File: src/rtl/cache_requester.sv
// cache_requester: queues load/store requests from the memory stage and issues
// them one at a time to the cache port. It also returns load data and runs the
// halt-time flush.
//
// Handshake semantics: a request transfers on a rising edge where
// req_valid && req_ready. req_ready depends only on registered state, so the
// pipeline may hold req_valid and its payload until that edge. On the cache
// side, enable and its payload stay stable from issue until the edge where
// done is sampled high. rsp_valid and flush_done are single-cycle pulses with
// no back-pressure.
`timescale 1ns/1ps
module cache_requester #(
  parameter int DEPTH = 4,
  parameter int AW    = 16,
  parameter int DW    = 16
) (
  input  logic          clk,
  input  logic          rst,
  input  logic          req_valid,
  input  logic          req_wr,
  input  logic [AW-1:0] req_addr,
  input  logic [DW-1:0] req_wdata,
  output logic          req_ready,
  output logic          rsp_valid,
  output logic          rsp_wr,
  output logic [DW-1:0] rsp_rdata,
  input  logic          flush_req,
  output logic          flush_done,
  output logic          busy,
  output logic          enable,
  output logic          rd_wrt_ca,
  output logic [AW-1:0] addr_ca,
  output logic [DW-1:0] data_ca_in,
  output logic          flush,
  input  logic          idle,
  input  logic          done,
  input  logic [DW-1:0] data_ca_out,
  output logic [1:0]    state_dbg
);

  localparam int PW = $clog2(DEPTH);
  localparam int CW = PW + 1;

  typedef enum logic [1:0] {
    IDLE       = 2'd0,
    ISSUE      = 2'd1,
    FLUSH      = 2'd2,
    FLUSH_WAIT = 2'd3
  } state_t;

  state_t          state;
  logic            q_wr    [DEPTH];
  logic [AW-1:0]   q_addr  [DEPTH];
  logic [DW-1:0]   q_wdata [DEPTH];
  logic [PW-1:0]   head;
  logic [PW-1:0]   tail;
  logic [CW-1:0]   count;
  logic            flush_pending;
  logic            push;
  logic            pop;
  logic            q_empty;
  logic            flush_finish;

  // A pending flush blocks new requests so that the queue can drain.
  assign req_ready    = (count != CW'(DEPTH)) && !flush_pending;
  assign push         = req_valid && req_ready;
  assign pop          = (state == ISSUE) && done;
  assign q_empty      = (count == '0);
  assign flush_finish = (state == FLUSH_WAIT) && idle;
  assign busy         = !q_empty || (state != IDLE) || flush_pending;
  assign state_dbg    = state;

  // Queue storage: the payload needs no reset because count gates every read.
  always_ff @(posedge clk) begin
    if (push) begin
      q_wr[tail]    <= req_wr;
      q_addr[tail]  <= req_addr;
      q_wdata[tail] <= req_wdata;
    end
  end

  // Queue pointers, occupancy count and the flush-pending flag.
  always_ff @(posedge clk or negedge rst) begin
    if (!rst) begin
      head          <= '0;
      tail          <= '0;
      count         <= '0;
      flush_pending <= 1'b0;
    end else begin
      if (push) tail <= tail + PW'(1);
      if (pop)  head <= head + PW'(1);
      case ({push, pop})
        2'b10:   count <= count + CW'(1);
        2'b01:   count <= count - CW'(1);
        default: count <= count;
      endcase
      // Completion wins over a new request, and a repeated request while the flag is set is absorbed.
      if (flush_finish)   flush_pending <= 1'b0;
      else if (flush_req) flush_pending <= 1'b1;
    end
  end

  // Control FSM: all cache-side and response outputs are registered here.
  always_ff @(posedge clk or negedge rst) begin
    if (!rst) begin
      state      <= IDLE;
      enable     <= 1'b0;
      flush      <= 1'b0;
      rd_wrt_ca  <= 1'b1;
      addr_ca    <= '0;
      data_ca_in <= '0;
      rsp_valid  <= 1'b0;
      rsp_wr     <= 1'b0;
      rsp_rdata  <= '0;
      flush_done <= 1'b0;
    end else begin
      rsp_valid  <= 1'b0;
      flush_done <= 1'b0;
      case (state)
        IDLE: begin
          // Queued requests have priority over a pending flush.
          if (!q_empty && idle) begin
            enable     <= 1'b1;
            rd_wrt_ca  <= !q_wr[head];
            addr_ca    <= q_addr[head];
            data_ca_in <= q_wdata[head];
            state      <= ISSUE;
          end else if (flush_pending && idle) begin
            flush <= 1'b1;
            state <= FLUSH;
          end
        end
        ISSUE: begin
          if (done) begin
            enable    <= 1'b0;
            rd_wrt_ca <= 1'b1;
            rsp_valid <= 1'b1;
            rsp_wr    <= !rd_wrt_ca;
            rsp_rdata <= rd_wrt_ca ? data_ca_out : '0;
            state     <= IDLE;
          end
        end
        FLUSH: begin
          // Wait for the memory system to acknowledge by dropping idle.
          if (!idle) state <= FLUSH_WAIT;
        end
        FLUSH_WAIT: begin
          if (idle) begin
            flush      <= 1'b0;
            flush_done <= 1'b1;
            state      <= IDLE;
          end
        end
        default: state <= IDLE;
      endcase
    end
  end

endmodule

File: config.mk
export PLATFORM = sky130hd
export DESIGN_NAME = cache_requester
export DESIGN_NICKNAME = d
export VERILOG_FILES = /design/src/rtl/cache_requester.sv
export SDC_FILE = /design/constraint.sdc
export NUM_CORES = 1
export LEC_CHECK = 0
export CAP_MARGIN = 10
export CORE_MARGIN = 1
export CORE_UTILIZATION = 48
export CTS_CLUSTER_DIAMETER = 40
export DETAILED_ROUTE_END_ITERATION = 6
export GPL_ROUTABILITY_DRIVEN = 0
export PLACE_DENSITY = 0.75
export SLEW_MARGIN = 20
export SYNTH_ARGS = -nofsm -noshare
export SYNTH_HDL_FRONTEND = slang
export SYNTH_SLANG_ARGS = --single-unit
File: constraint.sdc
create_clock -name clk -period 2.2 [get_ports clk]
set_input_delay 0.33 -clock clk [delete_from_list [all_inputs] [get_ports clk]]
set_output_delay 0.33 -clock clk [all_outputs]
set_load 0.005 [all_outputs]
Word-level counts from Yosys, hierarchy flattened
Memory sizes are Yosys's and may differ from the RTL's. A register that Yosys moved wholly into a read port is not among the register bits.
Index checks and enable logic that the tools add are counted.
{ "word_totals": {"reg_bits": 32, "latchBits": 0, "ram_bits": 132, "rom_bits": 0, "input_bits": 55, "output_inout_bits": 58, "wordCells": 84, "n_memories": 3} }
{ "op_classes": {"add_sub_neg": 4, "multipliers": 0, "div": 0, "n_lt_le_gt_ge": 0, "n_eq_ne": 13, "n_shift": 0, "muxes": 26, "bitwise_logic": 0, "n_reduce_logical": 26} }
{ "mem_list": {"columns": ["memory", "depth", "word_bits", "rd", "rd_clocked_by_memory_dff", "write_ports", "line_no", "text"], "rows": [
  ["q_addr", 4, 16, 1, 1, 1, "53", "logic [AW-1:0] q_addr [DEPTH];"],
  ["q_wdata", 4, 16, 1, 1, 1, "54", "logic [DW-1:0] q_wdata [DEPTH];"],
  ["q_wr", 4, 1, 1, 0, 1, "52", "logic q_wr [DEPTH];"]
]} }
{ "ops": {"columns": ["op", "n"], "rows": [
  ["two-way mux 16 bit", 1],
  ["two-way mux 1 bit", 15],
  ["inequality test 2 bit (second input constant)", 6],
  ["two-way mux 2 bit", 5],
  ["nonzero test 2 bit", 5],
  ["case mux 2 bit (4 select lines)", 1],
  ["AND reduction 4 bit", 2],
  ["equality test 2 bit (second input constant)", 3],
  ["logical AND 1 bit", 6],
  ["zero test 1 bit", 6],
  ["inequality test 3 bit (second input constant)", 2],
  ["case mux 1 bit (2 select lines)", 3],
  ["case mux 3 bit (2 select lines)", 1],
  ["adder 2 x 1 -> 2 bit (second input constant)", 2],
  ["equality test 2 x 1 -> 1 bit (second input constant)", 2],
  ["AND reduction 2 bit", 2],
  ["adder 3 x 1 -> 3 bit (second input constant)", 1],
  ["zero test 3 bit", 1],
  ["AND reduction 3 bit", 1],
  ["subtractor 3 x 1 -> 3 bit (second input constant)", 1],
  ["zero test 2 bit", 1],
  ["logical OR 1 bit", 2]
]} }

Longest topological paths before layout
Gate-level depths: netlist of the first run.
{ "logic_depth": {"word_depth": 5, "mapped_depth": 10, "ltp_nobuf": 9} }

Worst setup path after synthesis of the first run
OpenSTA, ideal clock, no wires.
{ "synth_timing": {"path_kind": "reg2reg", "start": "register state[0], in the netlist state_dbg[0]", "end": "register count[2]", "setup_time_ns": 0.079, "arrival_ns": 2.084, "t_required_ns": 2.121, "slack_ns": 0.037, "stages_incl_launch_ff": 11, "path_buffers": 2, "synth_period_minus_slack_ns": 2.163, "path_cell_list": "dfrtp_1 -> clkbuf_1 -> nand3b_1 -> clkinv_1 -> buf_2 -> ha_1 -> inv_1 -> fa_1 -> xor2_1 -> nor2_1 -> xor2_1"} }
{ "synth_via": {"elab_chain_cells": 4, "word_cells_on_any_way": 6, "classes_between": "eq/ne (3); mux (1); reduce/logical (2)"} }
{ "synth_lines": {"columns": ["element", "line_no", "text"], "rows": [
  ["from (decl)", "51", "state_t state;"],
  ["from (signal assigned)", "106", "state <= IDLE;"],
  ["from (signal assigned)", "127", "state <= ISSUE;"],
  ["from (signal assigned)", "130", "state <= FLUSH;"],
  ["equality test 2 x 1 -> 1 bit (*)", "67", "assign pop = (state == ISSUE) && done;"],
  ["logical AND 1 bit (*)", "67", null],
  ["named net pop", "60", "logic pop;"],
  ["equality test 2 x 1 -> 1 bit / equality test 2 bit (equally long branches)", "92", "case ({push, pop})"],
  ["case mux 3 bit (2 select lines) / nonzero test 2 bit (equally long branches)", null, null],
  ["to (signal assigned)", "93", "2'b10: count <= count + CW'(1);"],
  ["to (signal assigned)", "94", "2'b01: count <= count - CW'(1);"],
  ["to (signal assigned)", "95", "default: count <= count;"],
  ["to (decl)", "57", "logic [CW-1:0] count;"]
]} }
The timed path passes the listed nets; every way through them passes the cells marked *.
A chain may end at the register's enable or synchronous reset.

Final worst setup path of the first run
{ "layout_timing": {"start": "register count[0]", "end": "output busy"} }
{ "layout_via": {"elab_chain_cells": 4} }
{ "layout_lines": {"columns": ["element", "line_no", "text"], "rows": [
  ["zero test 3 bit", "68", "assign q_empty = (count == '0);"],
  ["zero test 1 bit", "70", "assign busy = !q_empty || (state != IDLE) || flush_pending;"],
  ["logical OR 1 bit (2 in a row)", "70", null],
  ["to (decl)", "29", "output logic busy,"]
]} }
No other way between the ends.

==> flow_summary.yaml, run 1 <==
clock_tree:
  cts_buffers: 17
  cts_tree: "yes"
  htree_levels: 4
  cts.clk_slew.worst_paths_ps: 70
  cts_sinks: 196
  post-cts-setup-buffers: 0
  clkLatencyLatePin_ps: 420
  clk_path_buf_depth: 2
  cts_root_buf: "clkbuf_16"
logic_synthesis:
  ys_seq_elements: 196
  synth_simple_gate_area_frac: 0.0435
  synthAdderAreaFrac: 0.0112
  synth_fp_nets: 441
  synth_ff_type: "edfxtp_1"
  synth-seq-area-share: 0.756
  ys_warn_count: 0
  synthCells: 380
  synth_top_family_by_area: "multiplexers"
  synthesis.area_um2: 7360
  synth_mux_area_frac: 0.154
  synth_top_area_share: 0.538
  synth.area.top_cells: "edfxtp_1 54%, dfrtp_1 21%, mux4_2 10%, mux2_2 5.0%, nand2_1 1.8%"
  avgSynthCellArea_um2: 19.4
  ys_async_sr_fraction: 0.327
  synth-edff-count: 132
  ys_types: 32
  yosys.area.top_type: "edfxtp_1"
  synth-compound-area-share: 0.00901
  synth_xor_area_frac: 0.00714
route:
  drt-initial-drc-count: 242
  viasPerCell: 5.43
  remaining_drc_errors: 0
  postRouteAntennaNets: 0
  wl_per_cell_um: 19.2
  first_pass_iters: 4
  num_vias: 3857
  wirelength_um: 13600
setup_path:
  crit_fanout: 4
  r2r_start: "count[0]"
  rrSetupSlack_ps: 290
  crit_required_ps: 1870
  crit_end: "busy"
  r2r_end: "count[2]"
  cp_data_arrival_time_ps: 1770
  cp-startpoint: "count[0]"
  path_class: "flip-flop to primary output"
  endpoint_kind: "primary output"
  r2r_cells: 9
  critPathLaunchType: "flip-flop"
sta:
  fmax_mhz: 476
  final.min_clock_period_ps: 2100
  hold_violations: 0
  setup_viol: 0
  fin_worst_skew_ps: 13.7
  drv_slew: 0
  finalSetupTns_ps: 0
  slew_headroom: 0.651
  grt_setup_unrepaired: "no"
  tightest_slew_ps: 524
  post-route-period-util: 0.956
cells_and_area:
  synthToLayoutAreaGrowth_pct: 28.9
  drive_above_1_share: 0.232
  final_cell_mix: "132 x edfxtp_1, 111 x clkdlybuf4s50_1, 61 x dfrtp_1"
  final_common_cell: "edfxtp_1"
  nNetsFinal: 574
  antenna_cells: 0
die:
  ios: 113
  core_um2: 14800
  dieArea_um2: 15800
  initial_core_util: 0.499
  die_w_um: 126
  row_count: 44
  die_h_um: 126
global_route:
  grt_usage: 0.188
  antenna_found_initial: 0
  grt_max_degree: 36
  grt_pass1_wl_um: 21900
  first_global_vias: 4067
  grt.overflow.total: 0
min_path:
  holdCritPathClass: "input pin to async pin"
power:
  irDropWorstVdd_uv: 627
  p_total_uw: 11600
  powerDensity_nw_per_um2: 1220
  p_leak_uw: 0.00345
place:
  io_buffers: 112
  place_hpwl_um: 8570
run:
  max-cap-violations: 0
status:
  status: "finished clean"
[where the power goes]
part           total, µW  internal (µW)  switching (µW)
combinational       3480           2150            1340
sequential          5040           4610             427
clock               3050           1800            1250
total              11600           8560            3010
[routing by layer]
metal  wire, µm  GRT usage
met4        219     0.0787
met5          0          0
met3        582     0.0429
met2       6870      0.302
met1       5950      0.250
[worst max-delay path, stage by stage (launching register included)]
cell and delay [ps]:
dfrtp_1 450, nor3_4 330, nand2_1 120, clkdlybuf4s50_1 460
[kinds of logic after synthesis]
logic type                 after synthesis
AOI/OAI and AO/OA                        9
xor gates and xnor gates                 6
adders and majority gates                6
buffers and inverters                   27
DFF                                    196
muxes                                   68
and+or+nand+nor                         68
[per-stage QoR]
step / utilization / area, µm² / hold slack, ps / instances / worst slack [ps]
after global placement: 0.602 / 8880 / 338 / 677 / 131
after global routing: 0.643 / 9490 / 463 / 710 / 22.2
after CTS: 0.643 / 9490 / 441 / 710 / 59.6
after detailed placement: 0.602 / 8880 / 352 / 677 / 102
after floorplan: - / 7360 / 34.4 / 380 / 36.7
final: 0.643 / 9490 / 434 / 710 / 97.1
[Yosys cell counts (all sizes together), types with 4 or more instances]
cell type and n:
mux4 33, nand2 36, buf 9, nand3 17
mux2 33, nor2 6, xnor2 4, and2 4
clkbuf 8, inv 9, dfrtp 63, ha 5
edfxtp 132
[worst min-delay path by stage]
stage | startpoint | endpoint | slack (ps)
after floorplan | rst | addr_ca[0] | 30
after global placement | rst | addr_ca[13] | 340
after detailed placement | rst | addr_ca[13] | 350
after CTS | data_ca_out[2] | rsp_rdata[2] | 440
after global routing | rst | addr_ca[13] | 460
final | rst | flush_done | 430
[final cells by class]
cell class / instances / area, µm²
tap: 184 / 230
timing repair buffer: 131 / 1390
sequential: 196 / 5570
clock buffer: 24 / 493
inverter: 10 / 37.5
clock inverter: 8 / 100
multi-input combinational: 157 / 1670
fill: 1052 / 5270
[what timing repair did]
action | 4_1_cts | 5_1_grt
resized for setup | 1 | 0
setup endpoints to repair | 1 | 0
hold buffers | 1 | 0
hold endpoints to repair | 34 | 0
[flip-flops by register name, summed over array words and instances (netlist names)]
signal	count
q_wdata	64
tail	2
rsp_valid	1
q_wr	4
state_dbg	2
head	2
rd_wrt_ca	1
flush_done	1
q_addr	64
data_ca_in	16
flush_pending	1
enable	1
count	3
flush	1
rsp_wr	1
rsp_rdata	16
addr_ca	16
Power figures use the tool's default switching activity.
==> run 2, diff against run 1 <==
--- a/config.mk
+++ b/config.mk
@@ -10,8 +10,8 @@
 export CORE_UTILIZATION = 48
 export CTS_CLUSTER_DIAMETER = 40
 export DETAILED_ROUTE_END_ITERATION = 6
-export GPL_ROUTABILITY_DRIVEN = 0
 export PLACE_DENSITY = 0.75
+export SKIP_CTS_REPAIR_TIMING = 1
 export SLEW_MARGIN = 20
 export SYNTH_ARGS = -nofsm -noshare
 export SYNTH_HDL_FRONTEND = slang
==> run 2 against run 1 <==
  * Final cell count unchanged
  * Sequential share of layout area unchanged
  * Via count about the same
  * Clock power about the same
  * Non-clock buffer count unchanged
  * Routed wire length up 0.18%
  * Combinational power about the same
  * Die area unchanged
  * Final area unchanged
  * Clock-buffer cell count unchanged
  * Clock skew about the same
  * First-iteration DRC count down 2.1%
  * Critical endpoint unchanged
  * Largest power group unchanged
==> flow_summary.yaml, run 2 (synthesis results as in run 1) <==
clock_tree:
  clkLatencyLatePin_ps: 420
  cts.clk_slew.worst_paths_ps: 70
  cts_tree: "yes"
  cts_buffers: 17
  htree_levels: 4
  cts_sinks: 196
  clk_path_buf_depth: 2
  cts_root_buf: "clkbuf_16"
place:
  gp_congestion: 0.779
  pre_cts_slack_ps: 102
  place_hpwl_um: 8570
  place_area_um2: 8880
  io_buffers: 112
sta:
  final.min_clock_period_ps: 2100
  post-route-period-util: 0.956
  setup_viol: 0
  grt_setup_unrepaired: "no"
  drv_slew: 0
  tightest_slew_ps: 524
  holdWs_ps: 433
  fin_worst_skew_ps: 13.7
  layout_setup_ws_ps: 95.9
  fmax_mhz: 475
  slew_headroom: 0.651
  hold_violations: 0
cells_and_area:
  nNetsFinal: 574
  antenna_cells: 0
  fin_area_um2: 9490
  final_common_cell: "edfxtp_1"
  final_cell_mix: "132 x edfxtp_1, 111 x clkdlybuf4s50_1, 61 x dfrtp_1"
  synthToLayoutAreaGrowth_pct: 28.9
  reg_top3: "q_addr: 64 flops, q_wdata: 64 flops"
  drive_above_1_share: 0.232
status:
  status: "finished clean"
setup_path:
  crit_required_ps: 1870
  endpoint_kind: "primary output"
  critPathLaunchType: "flip-flop"
  path_class: "flip-flop to primary output"
  cp_data_arrival_time_ps: 1770
  crit_fanout: 4
  r2r_cells: 9
run:
  max-cap-violations: 0
route:
  num_vias: 3854
  postRouteAntennaNets: 0
  wirelength_um: 13600
  remaining_drc_errors: 0
  viasPerCell: 5.43
  drt-initial-drc-count: 237
  first_pass_iters: 4
  wl_per_cell_um: 19.2
die:
  ios: 113
  dieArea_um2: 15800
  core_um2: 14800
  row_count: 44
  die_w_um: 126
  die_h_um: 126
  initial_core_util: 0.499
global_route:
  first_global_vias: 4070
  grt_pass1_wl_um: 21900
  grt_max_degree: 36
  grt_usage: 0.188
  grt.overflow.total: 0
  antenna_found_initial: 0
power:
  powerDensity_nw_per_um2: 1220
  p_leak_uw: 0.00345
  irDropWorstVdd_uv: 627
min_path:
  holdCritPathClass: "input pin to async pin"
==> run 2: cell counts in the layout (fill, tap and decap cells not counted) <==
No cell type changed its count.
==> run 2: critical path, cell delays in order, from the launching register on <==
cell and delay (ps):
dfrtp_1 450, nor3_4 330, nand2_1 120, clkdlybuf4s50_1 460
==> run 2: layer usage <==
metal,share of wire,wire length (µm),track usage
met1,0.44,5980,0.250
met2,0.50,6870,0.302
met3,0.042,577,0.0429
met4,0.015,209,0.0787
met5,0,0,0
==> run 2: area by class of cell <==
| class | instances | area (µm²) |
|---|---|---|
| clock inverters | 8 | 100 |
| well taps | 184 | 230 |
| fillers | 1052 | 5270 |
| flip-flops and latches | 196 | 5570 |
| inverters | 10 | 37.5 |
| clock buffers | 24 | 493 |
| multi-input cells | 157 | 1670 |
| repair buffers | 131 | 1390 |
==> run 2: worst paths after layout <==
check                      slack, ps            end      startpoint
min in group clk                 460   rsp_rdata[2]  data_ca_out[2]
max reg2reg                      290       count[2]        count[0]
max in group asynchronous       1150      rd_wrt_ca             rst
min reg2reg                      470  rsp_rdata[10]   rsp_rdata[10]
min                              430     flush_done             rst
max                              100           busy        count[0]
==> run 2: report_power, final <==
part	total, µW	leakage (µW)	internal (µW)	switching [µW]
registers	5040	0.00196	4610	427
clock network	3050	0.000279	1800	1250
logic	3490	0.00121	2150	1340
==> run 2: metrics by stage <==
stage                     total power (µW)  instances  setup TNS (ps)  utilization
after floorplan                       6950        380               0            -
after global placement                8530        677               0        0.602
after detailed placement              8640        677               0        0.602
after CTS                            11700        709           -31.0        0.642
after global routing                 12200        710               0        0.643
final                                11600        710               0        0.643
==> run 3, diff against run 2 <==
--- a/config.mk
+++ b/config.mk
@@ -12,6 +12,7 @@
 export DETAILED_ROUTE_END_ITERATION = 6
 export PLACE_DENSITY = 0.75
 export SKIP_CTS_REPAIR_TIMING = 1
+export SKIP_LAST_GASP = 1
 export SLEW_MARGIN = 20
 export SYNTH_ARGS = -nofsm -noshare
 export SYNTH_HDL_FRONTEND = slang
==> results of run 3 <==
Same layout as run 2: the final DEF is identical, and so are final timing and power.
